--- config.mk ---
export PLATFORM = sky130hd
export DESIGN_NAME = lock_code_sender
export DESIGN_NICKNAME = d
export VERILOG_FILES = /design/src/rtl/locker_pkg.sv /design/src/rtl/lock_step_timer.sv /design/src/rtl/lock_code_sender.sv
export SDC_FILE = /design/constraint.sdc
export NUM_CORES = 1
export LEC_CHECK = 0
export ABC_AREA = 1
export CORE_MARGIN = 5
export CORE_UTILIZATION = 55
export CTS_CLUSTER_DIAMETER = 40
export DETAILED_ROUTE_END_ITERATION = 16
export PLACE_DENSITY = 0.83
export SLEW_MARGIN = 15
export SYNTH_ARGS = -nofsm -noshare
export SYNTH_HDL_FRONTEND = slang
export SYNTH_SLANG_ARGS = --single-unit
export TNS_END_PERCENT = 20
--- constraint.sdc ---
create_clock -name clk -period 2.2 [get_ports clk]
set_input_delay 0.55 -clock clk [delete_from_list [all_inputs] [get_ports clk]]
set_output_delay 0.55 -clock clk [all_outputs]
set_load 0.03 [all_outputs]
--- src/rtl/locker_pkg.sv ---
// Shared definitions for the lock interface: default combination and sender FSM states.
package locker_pkg;

  localparam int unsigned CODE_LEN_DEF = 5;

  // Default combination; bit k is pressed at step k
  localparam logic [CODE_LEN_DEF-1:0] CODE_B0_DEF = 5'b10100;
  localparam logic [CODE_LEN_DEF-1:0] CODE_B1_DEF = 5'b01011;

  typedef enum logic [2:0] {
    ST_IDLE = 3'd0,
    ST_SEND = 3'd1,
    ST_GAP  = 3'd2,
    ST_WAIT = 3'd3,
    ST_DONE = 3'd4
  } sender_state_e;

  function automatic int unsigned max_u(input int unsigned a, input int unsigned b);
    return (a > b) ? a : b;
  endfunction

endpackage

--- src/rtl/lock_step_timer.sv ---
// Loadable down-counter with a registered zero flag; shared by the GAP and WAIT countdowns.
module lock_step_timer #(
  parameter int unsigned CNT_W = 4
) (
  input  logic             clk,
  input  logic             rst,
  input  logic             load_i,
  input  logic [CNT_W-1:0] load_val_i,
  input  logic             dec_i,
  output logic             zero_o
);

  logic [CNT_W-1:0] cnt_q, cnt_d;
  logic             zero_q;

  // Load has priority; decrement saturates at zero so the count never wraps
  always_comb begin
    cnt_d = cnt_q;
    if (load_i) begin
      cnt_d = load_val_i;
    end else if (dec_i && (cnt_q != '0)) begin
      cnt_d = cnt_q - CNT_W'(1);
    end
  end

  // Count register and zero flag, synchronous active-low reset
  always_ff @(posedge clk) begin
    if (!rst) begin
      cnt_q  <= '0;
      zero_q <= 1'b1;
    end else begin
      cnt_q  <= cnt_d;
      zero_q <= (cnt_d == '0);
    end
  end

  assign zero_o = zero_q;

endmodule

--- src/rtl/lock_code_sender.sv ---
// Auto-dialer: plays a stored two-button combination into a lock and reports whether it opened.
module lock_code_sender
  import locker_pkg::*;
#(
  parameter int unsigned            CODE_LEN   = CODE_LEN_DEF,
  parameter logic [CODE_LEN-1:0]    CODE_B0    = CODE_B0_DEF,
  parameter logic [CODE_LEN-1:0]    CODE_B1    = CODE_B1_DEF,
  parameter int unsigned            GAP_CYCLES = 0,
  parameter int unsigned            TIMEOUT    = 8
) (
  input  logic                clk,
  input  logic                rst,
  input  logic                start,
  input  logic                load_en,
  input  logic [CODE_LEN-1:0] code_b0_in,
  input  logic [CODE_LEN-1:0] code_b1_in,
  input  logic                unlock,
  output logic                button_0,
  output logic                button_1,
  output logic                busy,
  output logic                done,
  output logic                success
);

  localparam int unsigned STEP_W   = (CODE_LEN > 1) ? $clog2(CODE_LEN) : 1;
  localparam int unsigned CNT_W    = (max_u(GAP_CYCLES, TIMEOUT) > 0) ?
                                     $clog2(max_u(GAP_CYCLES, TIMEOUT) + 1) : 1;
  localparam int unsigned GAP_LOAD = (GAP_CYCLES > 0) ? GAP_CYCLES - 1 : 0;
  localparam int unsigned TMO_LOAD = (TIMEOUT > 0) ? TIMEOUT - 1 : 0;

  sender_state_e       state_q, state_d;
  logic [STEP_W-1:0]   step_q, step_d;
  logic [CODE_LEN-1:0] code_b0_q, code_b0_d;
  logic [CODE_LEN-1:0] code_b1_q, code_b1_d;
  logic                success_q, success_d;
  logic                button_0_q, button_0_d;
  logic                button_1_q, button_1_d;
  logic                busy_q, busy_d;
  logic                done_q, done_d;

  logic                tmr_load;
  logic [CNT_W-1:0]    tmr_val;
  logic                tmr_dec;
  logic                tmr_zero;

  lock_step_timer #(
    .CNT_W (CNT_W)
  ) u_timer (
    .clk        (clk),
    .rst        (rst),
    .load_i     (tmr_load),
    .load_val_i (tmr_val),
    .dec_i      (tmr_dec),
    .zero_o     (tmr_zero)
  );

  // State register
  always_ff @(posedge clk) begin
    if (!rst) begin
      state_q <= ST_IDLE;
    end else begin
      state_q <= state_d;
    end
  end

  // Next-state, step/code/result bookkeeping and timer control
  always_comb begin
    state_d   = state_q;
    step_d    = step_q;
    code_b0_d = code_b0_q;
    code_b1_d = code_b1_q;
    success_d = success_q;
    tmr_load  = 1'b0;
    tmr_val   = '0;
    tmr_dec   = 1'b0;
    unique case (state_q)
      ST_IDLE: begin
        if (load_en) begin
          code_b0_d = code_b0_in;
          code_b1_d = code_b1_in;
        end
        if (start) begin
          state_d   = ST_SEND;
          step_d    = '0;
          success_d = 1'b0;
        end
      end
      ST_SEND: begin
        if (step_q < STEP_W'(CODE_LEN - 1)) begin
          step_d = step_q + STEP_W'(1);
          if (GAP_CYCLES > 0) begin
            state_d  = ST_GAP;
            tmr_load = 1'b1;
            tmr_val  = CNT_W'(GAP_LOAD);
          end
        end else begin
          state_d  = ST_WAIT;
          tmr_load = 1'b1;
          tmr_val  = CNT_W'(TMO_LOAD);
        end
      end
      ST_GAP: begin
        if (tmr_zero) begin
          state_d = ST_SEND;
        end else begin
          tmr_dec = 1'b1;
        end
      end
      ST_WAIT: begin
        if (unlock) begin
          state_d   = ST_DONE;
          success_d = 1'b1;
        end else if (tmr_zero) begin
          state_d = ST_DONE;
        end else begin
          tmr_dec = 1'b1;
        end
      end
      ST_DONE: begin
        state_d = ST_IDLE;
      end
      default: begin
        state_d = ST_IDLE;
      end
    endcase
  end

  // Output next-values derived from the next state so they align with the state register
  always_comb begin
    button_0_d = 1'b0;
    button_1_d = 1'b0;
    busy_d     = (state_d != ST_IDLE);
    done_d     = (state_d == ST_DONE);
    if (state_d == ST_SEND) begin
      button_0_d = code_b0_d[step_d];
      button_1_d = code_b1_d[step_d];
    end
  end

  // Datapath and output registers
  always_ff @(posedge clk) begin
    if (!rst) begin
      step_q     <= '0;
      code_b0_q  <= CODE_B0;
      code_b1_q  <= CODE_B1;
      success_q  <= 1'b0;
      button_0_q <= 1'b0;
      button_1_q <= 1'b0;
      busy_q     <= 1'b0;
      done_q     <= 1'b0;
    end else begin
      step_q     <= step_d;
      code_b0_q  <= code_b0_d;
      code_b1_q  <= code_b1_d;
      success_q  <= success_d;
      button_0_q <= button_0_d;
      button_1_q <= button_1_d;
      busy_q     <= busy_d;
      done_q     <= done_d;
    end
  end

  assign button_0 = button_0_q;
  assign button_1 = button_1_q;
  assign busy     = busy_q;
  assign done     = done_q;
  assign success  = success_q;

endmodule

==> results of run 1 <==
## sequential cells by signal, summed over array words and instances (netlist names)
register,count
button_1,1
busy,1
success,1
u_timer.zero_o,1
state_q,3
step_q,3
button_0,1
done,1
u_timer.cnt_q,4
code_b1_q,5
code_b0_q,5
## metrics by stage
stage / std cells / worst slack, ps / hold slack [ps]
CTS: 247 / 261 / 489
global route: 247 / 237 / 519
finish: 247 / 289 / 485
global placement: 243 / 227 / 454
floorplan: 197 / 817 / 437
detailed placement: 243 / 152 / 456
## power groups by stage
stage               registers (uW)  logic, uW  clock network [uW]
finish                         502        160                 238
global route                   506        180                 271
CTS                            502        161                 251
detailed placement             513        160                   0
global placement               512        155                   0
floorplan                      523       90.6                   0
## worst min path at each step
stage                         endpoint  slack [ps]          from  cells after the start
after floorplan           code_b0_q[2]         440  code_b0_q[2]                      2
after global placement    code_b0_q[2]         450  code_b0_q[2]                      2
after detailed placement  code_b0_q[2]         460  code_b0_q[2]                      2
after CTS                 code_b1_q[0]         490  code_b1_q[0]                      2
after global routing      code_b0_q[2]         520  code_b0_q[2]                      2
final                     code_b0_q[2]         490  code_b0_q[2]                      2
## cell usage in the layout (no fill, tap or decap)
cell type / n
a211oi_1: 1
nor2_4: 1
o21ai_1: 4
clkbuf_4: 3
nand3_1: 25
xor2_1: 1
inv_1: 26
nand3_2: 1
dfxtp_1: 26
o22ai_1: 1
nor2_2: 2
o21ai_2: 1
clkdlybuf4s50_1: 19
a21oi_1: 4
a31oi_1: 2
buf_4: 2
inv_2: 2
nand2_2: 3
nor2_1: 23
nand3b_1: 1
nor3_1: 1
nor3b_2: 1
clkbuf_8: 1
nor4_1: 2
ha_1: 2
nand2_1: 64
## worst reg2reg max path, delay by kind of cell, from the launching register on
kind	cells	cell delay, ps
and+or+nand+nor	8	660
adders and majority gates	1	290
DFF	1	360
buffers and inverters	2	160
## kinds of logic after synthesis
logic type | synth area share (%)
fa+ha+maj | 1.94
simple gates | 42.0
compound gates | 5.82
xor+xnor | 0.679
flops | 40.3
buf+inv | 9.21
## per-layer routing
metal,global-route usage (%),vias to the layer above,wire [um]
met5,0,-,0
met4,5.96,0,14
met3,2.63,2,120
met2,31.6,29,1360
met1,20.8,524,1270
li1,-,662,-
## area by class of cell
class / instances / area share (%)
Clock buffer: 4 / 2.34
Sequential cell: 26 / 33.5
Timing Repair Buffer: 21 / 13.2
Inverter: 28 / 6.77
Multi-Input combinational cell: 140 / 41.9
Tap cell: 28 / 2.26
==> results.md, run 1 <==
- Share of the yosys chip area belonging to registers: 40.3%
- Remaining antenna violation count: 0
- Levels on crit path: 1
- Synthesis warning total: 0
- Primary FF master, synth: dfxtp_1
- Die Area: 0.00341 mm2
- Total negative slack: 0 ps
- Post-CTS Setup Repair Bufs: 0
- Pwr Total: 900 uW
- CP max FO: 2
- Slowest CP cell: clkdlybuf4s50_1
- Worst-Skew Late Latency: 320 ps
- Core Area: 0.00223 mm2
- WP data required: 1650 ps
- Largest net degree at the start of global routing: 15
- FFs w/ async S/R, synth: 0%
- Area leader, netlist: dfxtp_1
- Pint: 664 uW
- Max Slew Vio Count: 0
- Worst Path Buf+Inv: 1
- Reg2reg end: button_1
- FP Rows: 17
- Area of the mapped netlist: 0.00129 mm2
- Wirelength per Cell: 11.2 um
- Cell breakdown of the critical path: clkdlybuf4s50_1
- Sw Ratio: 26.3%
- Initial antenna violation count: 0
- Die Y: 58.4 um
- Most frequent cell after synthesis: nand2_1
- Remaining DRCs: 0
- TritonCTS Buffers: 3
- CP arrival: 1360 ps
- Hold/Removal Path Class: flop to flop
- Critical path class: flop to primary output
- Clk sinks: 26
- Seq pwr share: 55.8%
- Period utilisation layout: 86.9%
- Starting DRT DRC Count: 52
- Synth top cells by count: 64 x nand2_1, 26 x dfxtp_1, 26 x inv_1
- Syn Area/Cell: 6.55 um2
- EDFF count, synth: 0
- Remaining global-route overflow: 0
- CP top delay family: buffers and inverters
- Max_slew headroom: 79.3%
- Psw: 236 uW
- Final nets: 237
- Final Hold Fails: 0
- Initial core utilization: 57.8%
- Post-DP HPWL: 2170 um
- Top cell type's share of synthesized area: 40.3%
- GP Congestion: 0.868
- #FFs+latches synth: 26
- IO buf count: 19
- Final core occ: 69.5%
- Vias/cell: 4.93
- Leakage: 0.000775 uW
- Flop2flop setup slack: 630 ps
- Clock transition at path regs: 140 ps
- TritonCTS clock tree: yes
- Chip width: 58.4 um
- Resized Gates After CTS: 0
- Slew @ Worst Pin: 307 ps
- Comb power frac: 17.8%
- Final Instance Area: 0.00155 mm2
- CP Launch Point: success
- Synthesized net count: 214
- Clock period minus worst slack: 1910 ps
- Clk root buf: clkbuf_4
- Filler cells: 202
- Io pins: 20
- Share of cells above drive strength 1: 7.76%
- Worst reg2reg path startpoint: step_q[0]
- PD cells: 580 mW/mm2
- Final setup fails: 0
- Max Root-Sink Buffers: 2
- Hold buffers post-CTS: 0
- Crit. End Element: primary output
- H-tree levels: 1
- Clock skew: 5.21 ps
- Highest clock rate: 523 MHz
- Antenna Cells: 0
- CP peak stage delay: 680 ps
- Layout area overhead: 20.4%
- Syn Inst Count: 197
- DR pass1 iterations: 4
- Max VDD drop: 0.428 mV
- Max_cap viols: 0
- Gr usage total: 17.5%
- Vias in the first global route: 1,155
- Global-route wire length before repair: 4780 um
- FF/Latch Area: 520 um2
- Worst reg2reg path depth: 11
- Crit path capture: success
- Library cells used by synthesis: 24
- Top post-synthesis cells by area: dfxtp_1 40%, nand2_1 19%, nand3_1 9.7%, inv_1 7.6%, nor2_1 6.7%
- DRT Wirelength: 2760 um
- Area occupied by multi-input gates: 651 um2
- Unrepaired setup endpoints after global routing: false
- Result of the run: completed
- Placed inst area: 0.00152 mm2
- Clock power frac: 26.4%
- Routed vias: 1,217
- Startpoint types: flop
Power figures use the tool's default switching activity.
==> run 2: changes to the inputs <==
ABC_AREA = default   (was 1)
PLACE_DENSITY = 0.84   (was 0.83)
==> results.md, run 2 <==
- Synth top cells by count: 26 x dfxtp_1, 23 x nand2_1, 11 x a21oi_1
- CP arrival: 2270 ps
- Critical path class: input pin to flop
- Vias/cell: 5.72
- Starting DRT DRC Count: 48
- Share of the yosys chip area belonging to registers: 43.6%
- Final nets: 184
- Remaining antenna violation count: 0
- Global-route wire length before repair: 4770 um
- EDFF count, synth: 0
- Die Y: 56.6 um
- WP data required: 2410 ps
- Max_slew headroom: 66.9%
- Worst Path Buf+Inv: 1
- Post-DP HPWL: 2140 um
- GP Congestion: 0.882
- TritonCTS Buffers: 3
- Worst-Skew Late Latency: 310 ps
- Initial core utilization: 59.1%
- Unrepaired setup endpoints after global routing: false
- Synthesized net count: 155
- Final setup fails: 0
- DRT Wirelength: 2780 um
- Primary FF master, synth: dfxtp_1
- FP Rows: 16
- Slowest CP cell: clkdlybuf4s50_1
- Pwr Total: 882 uW
- #FFs+latches synth: 26
- Initial antenna violation count: 0
- Worst reg2reg path startpoint: state_q[0]
- Share of cells above drive strength 1: 11.4%
- Most frequent cells in the layout: 26 x dfxtp_1, 23 x nand2_1, 19 x clkdlybuf4s50_1
- Area of the mapped netlist: 0.00119 mm2
- Vias in the first global route: 1,112
- Highest clock rate: 484 MHz
- Top cell type's share of synthesized area: 43.6%
- Area leader, netlist: dfxtp_1
- Most common cell after layout, fill and taps aside: dfxtp_1
- Clock period minus worst slack: 2070 ps
- Slew @ Worst Pin: 497 ps
- Max Root-Sink Buffers: 2
- DR pass1 iterations: 4
- Post-place setup slack: -181 ps
- Flop2flop setup slack: 200 ps
- Leakage: 0.000584 uW
- FF/Latch Area: 520 um2
- Final Hold Fails: 0
- Chip width: 56.6 um
- Antenna Cells: 0
- IO buf count: 19
- Synthesis warning total: 0
- Die Area: 0.00320 mm2
- Wirelength per Cell: 14.4 um
- Largest regs: code_b0_q (5), code_b1_q (5), u_timer.cnt_q (4)
- Area occupied by multi-input gates: 632 um2
- Cell breakdown of the critical path: clkdlybuf4s50_1 -> o21ai_0 -> a22o_1 -> mux4_2 -> nand3_1 -> a31oi_1
- Syn Area/Cell: 8.66 um2
- Cells on Worst Hold Path: 2
- Clock skew: 3.26 ps
- TritonCTS clock tree: yes
- Result of the run: completed
- Syn Inst Count: 138
- Resized Gates After CTS: 0
- Launch point of the worst hold path: code_b0_q[1]
- Crit. End Element: flop
- Hold/Removal Path Class: flop to flop
- Io pins: 20
- Remaining DRCs: 0
- Worst reg2reg path depth: 4
- FFs w/ async S/R, synth: 0%
- CP top delay family: compound AO/OA/AOI/OAI gates
- H-tree levels: 1
- Top post-synthesis cells by area: dfxtp_1 44%, nand2_1 7.2%, a21oi_1 4.6%, mux4_2 3.8%, nor2_1 3.1%
- Max_cap viols: 0
- Library cells used by synthesis: 38
- Max Slew Vio Count: 0
- Hold slack: 464 ps
- Reg2reg end: button_1
- CP peak stage delay: 450 ps
- Clock transition at path regs: 130 ps
- Most frequent cell after synthesis: dfxtp_1
- Startpoint types: input pin
- CP max FO: 9
- Final core occ: 74.9%
- Post-CTS Setup Repair Bufs: 0
- Layout area overhead: 26.7%
- Max VDD drop: 0.358 mV
- Filler cells: 162
- Period utilisation layout: 93.9%
- WHS Endpoint: code_b0_q[1]
- Remaining global-route overflow: 0
- Largest net degree at the start of global routing: 16
- Gr usage total: 18.4%
- Final setup margin: 135 ps
- Clk root buf: clkbuf_4
- PD cells: 583 mW/mm2
- Hold buffers post-CTS: 0
- Clk sinks: 26
- Core Area: 0.00202 mm2
- Routed vias: 1,104
## run 2: worst max path at each step
stage                     startpoint  cells past startpoint       end
after floorplan           state_q[2]                      7  button_1
after global placement         start                      6  button_0
after detailed placement       start                      6  button_0
after CTS                      start                      6  button_0
after global routing      state_q[1]                      5  button_1
final                          start                      6  button_0
## run 2: cell type report
type / instances / share of cell area [%]
multi-input cells: 101 / 41.7
flip-flops and latches: 26 / 34.4
repair buffers: 30 / 18.0
clock buffers: 4 / 2.40
well taps: 27 / 2.23
inverters: 5 / 1.24
## run 2: power breakdown
| part | leakage (uW) | switching [uW] | internal, uW | total [uW] |
|---|---|---|---|---|
| sequential | 0.000213 | 12.8 | 491 | 503 |
| combinational | 0.000350 | 66.2 | 75.0 | 141 |
| clock | 0.0000210 | 137 | 101 | 238 |
## run 2: through the flow
stage	setup TNS, ps	area [um2]	instances
2_1_floorplan	0	1190	138
3_3_place_gp	-115	1480	189
3_5_place_dp	-353	1480	189
4_1_cts	0	1510	193
5_1_grt	0	1510	193
6_report	0	1510	193
## run 2: per-layer routing
metal	vias to the layer above	wire (um)	GRT usage [%]
met3	6	141	2.98
met5	-	0	0
met1	508	1250	23.0
met2	35	1330	29.7
met4	0	57	10.2
li1	555	-	-
## run 2: worst min-delay path, cell delays in order (launching register included)
cell and delay (ps):
dfxtp_1 330, nand2_1 50, a21oi_1 50
## run 2: logic make-up after synthesis
kind of cell	synth area share, %
adders and majority gates	2.09
DFF	43.6
muxes	5.44
AOI/OAI and AO/OA	19.2
xor gates and xnor gates	1.47
buffers and inverters	3.56
and+or+nand+nor	24.7
==> run 3: changes to the inputs <==
CTS_BUF_LIST = sky130_fd_sc_hd__clkbuf_16   (was default)
==> results.md, run 3 (synthesis results as in run 2) <==
- Io pins: 20
- PD cells: 670 mW/mm2
- FF/Latch Area: 520 um2
- Gr usage total: 19.4%
- Final setup fails: 0
- Hold/Removal Path Class: flop to flop
- DRT Wirelength: 2940 um
- Cells on Worst Hold Path: 2
- Routed vias: 1,125
- Core Area: 0.00202 mm2
- Final Hold Fails: 0
- Finished Layout Cells: 193
- Wirelength per Cell: 15.2 um
- Chip width: 56.6 um
- Reg2reg end: button_0
- Result of the run: completed
- Leakage: 0.000602 uW
- WP data required: 2370 ps
- H-tree levels: 1
- Hold slack: 461 ps
- CP arrival: 2250 ps
- Critical path class: input pin to flop
- Most common cell after layout, fill and taps aside: dfxtp_1
- Largest regs: code_b0_q (5), code_b1_q (5), u_timer.cnt_q (4)
- Hold buffers post-CTS: 0
- Vias in the first global route: 1,149
- Global-route wire length before repair: 5060 um
- Clk sinks: 26
- CP max FO: 9
- IO buf count: 19
- Remaining global-route overflow: 0
- DP Cell Count: 189
- Most frequent cells in the layout: 26 x dfxtp_1, 23 x nand2_1, 19 x clkdlybuf4s50_1
- TritonCTS clock tree: yes
- Worst reg2reg path depth: 4
- Die Area: 0.00320 mm2
- Worst reg2reg path startpoint: state_q[0]
- Startpoint types: input pin
- DR pass1 iterations: 4
- Period utilisation layout: 94.4%
- Filler cells: 143
- Layout area overhead: 30.4%
- Max Slew Vio Count: 0
- Total negative slack: 0 ps
- CP peak stage delay: 460 ps
- Share of cells above drive strength 1: 11.4%
- Initial core utilization: 59.1%
- Clock period minus worst slack: 2080 ps
- Flop2flop setup slack: 210 ps
- Worst-Skew Late Latency: 260 ps
- Starting DRT DRC Count: 51
- Post-DP HPWL: 2140 um
- Remaining DRCs: 0
- WHS Endpoint: code_b0_q[1]
- Max VDD drop: 0.468 mV
- CP top delay family: compound AO/OA/AOI/OAI gates
- Clock skew: 3.34 ps
- Largest net degree at the start of global routing: 16
- Cell breakdown of the critical path: clkdlybuf4s50_1 -> o21ai_0 -> a22o_2 -> a21boi_0 -> o211ai_1 -> a31oi_1
- Vias/cell: 5.83
- FP Rows: 16
- Max_cap viols: 0
- Crit. End Element: flop
- Max_slew headroom: 66.5%
- Slew @ Worst Pin: 501 ps
- Unrepaired setup endpoints after global routing: false
- Worst Path Buf+Inv: 1
- Slowest CP cell: clkdlybuf4s50_1
- Clk root buf: clkbuf_16
- GP Congestion: 0.882
- Highest clock rate: 482 MHz
- Antenna Cells: 0
- Die Y: 56.6 um
- TritonCTS Buffers: 3
- Initial antenna violation count: 0
- Area occupied by multi-input gates: 633 um2
- Final nets: 184
- Remaining antenna violation count: 0
- Max Root-Sink Buffers: 2
- Launch point of the worst hold path: code_b0_q[1]
- Clock transition at path regs: 60 ps
run 3: cell types whose count changed in the layout (fill, tap and decap cells not counted), sizes merged:
| cell | previous run | this run |
|---|---|---|
| clkbuf | 4 | 3 |
| clkinv | 0 | 1 |
run 3: cell type report:
type | instances | area share [%]
Clock inverter | 1 | 0.241
Tap cell | 27 | 2.17
Inverter | 5 | 1.20
Multi-Input combinational cell | 101 | 40.6
Timing Repair Buffer | 30 | 17.5
Clock buffer | 3 | 4.82
Sequential cell | 26 | 33.4
run 3: report_power, final:
part	total (uW)	switching [uW]	internal (uW)
Sequential	504	13.1	491
Clock	397	154	243
Combinational	143	67.6	75.4
Total	1040	234	809
run 3: routing by layer:
layer | part of all wire (%) | GRT usage [%] | vias to the layer above
li1 | - | - | 557
met1 | 44 | 24.4 | 520
met2 | 48 | 31.5 | 39
met3 | 5.5 | 3.90 | 9
met4 | 2.3 | 9.15 | 0
met5 | 0 | 0 | -
run 3: worst max path at each step:
stage	to	slack [ps]	start	cells after the start
3_5_place_dp	button_0	-180	start	6
3_3_place_gp	button_0	-60	start	6
4_1_cts	button_0	30	start	6
6_report	button_0	120	start	6
5_1_grt	button_0	30	start	6
2_1_floorplan	button_1	380	state_q[2]	7
run 3: worst register-to-register path: stages (launching register included):
cell and delay, ps:
dfxtp_1 630, o21ai_0 280, a22o_2 390, or4_1 440, a31oi_1 170
run 3: per-stage QoR:
stage	setup WS, ps	total power (uW)	utilization, %	area (um2)
after floorplan	377	589	-	1190
after global placement	-60.2	649	73.1	1480
after detailed placement	-181	654	73.1	1480
after CTS	29.7	1050	77.0	1560
after global routing	27.2	1080	77.0	1560
final	124	1040	77.0	1560
run 3: timing repair:
item                                   4_1_cts  5_1_grt
buffers inserted                             0        0
resized for setup                            0        1
endpoints found under the hold margin        0        0
setup endpoints to repair                    0        2
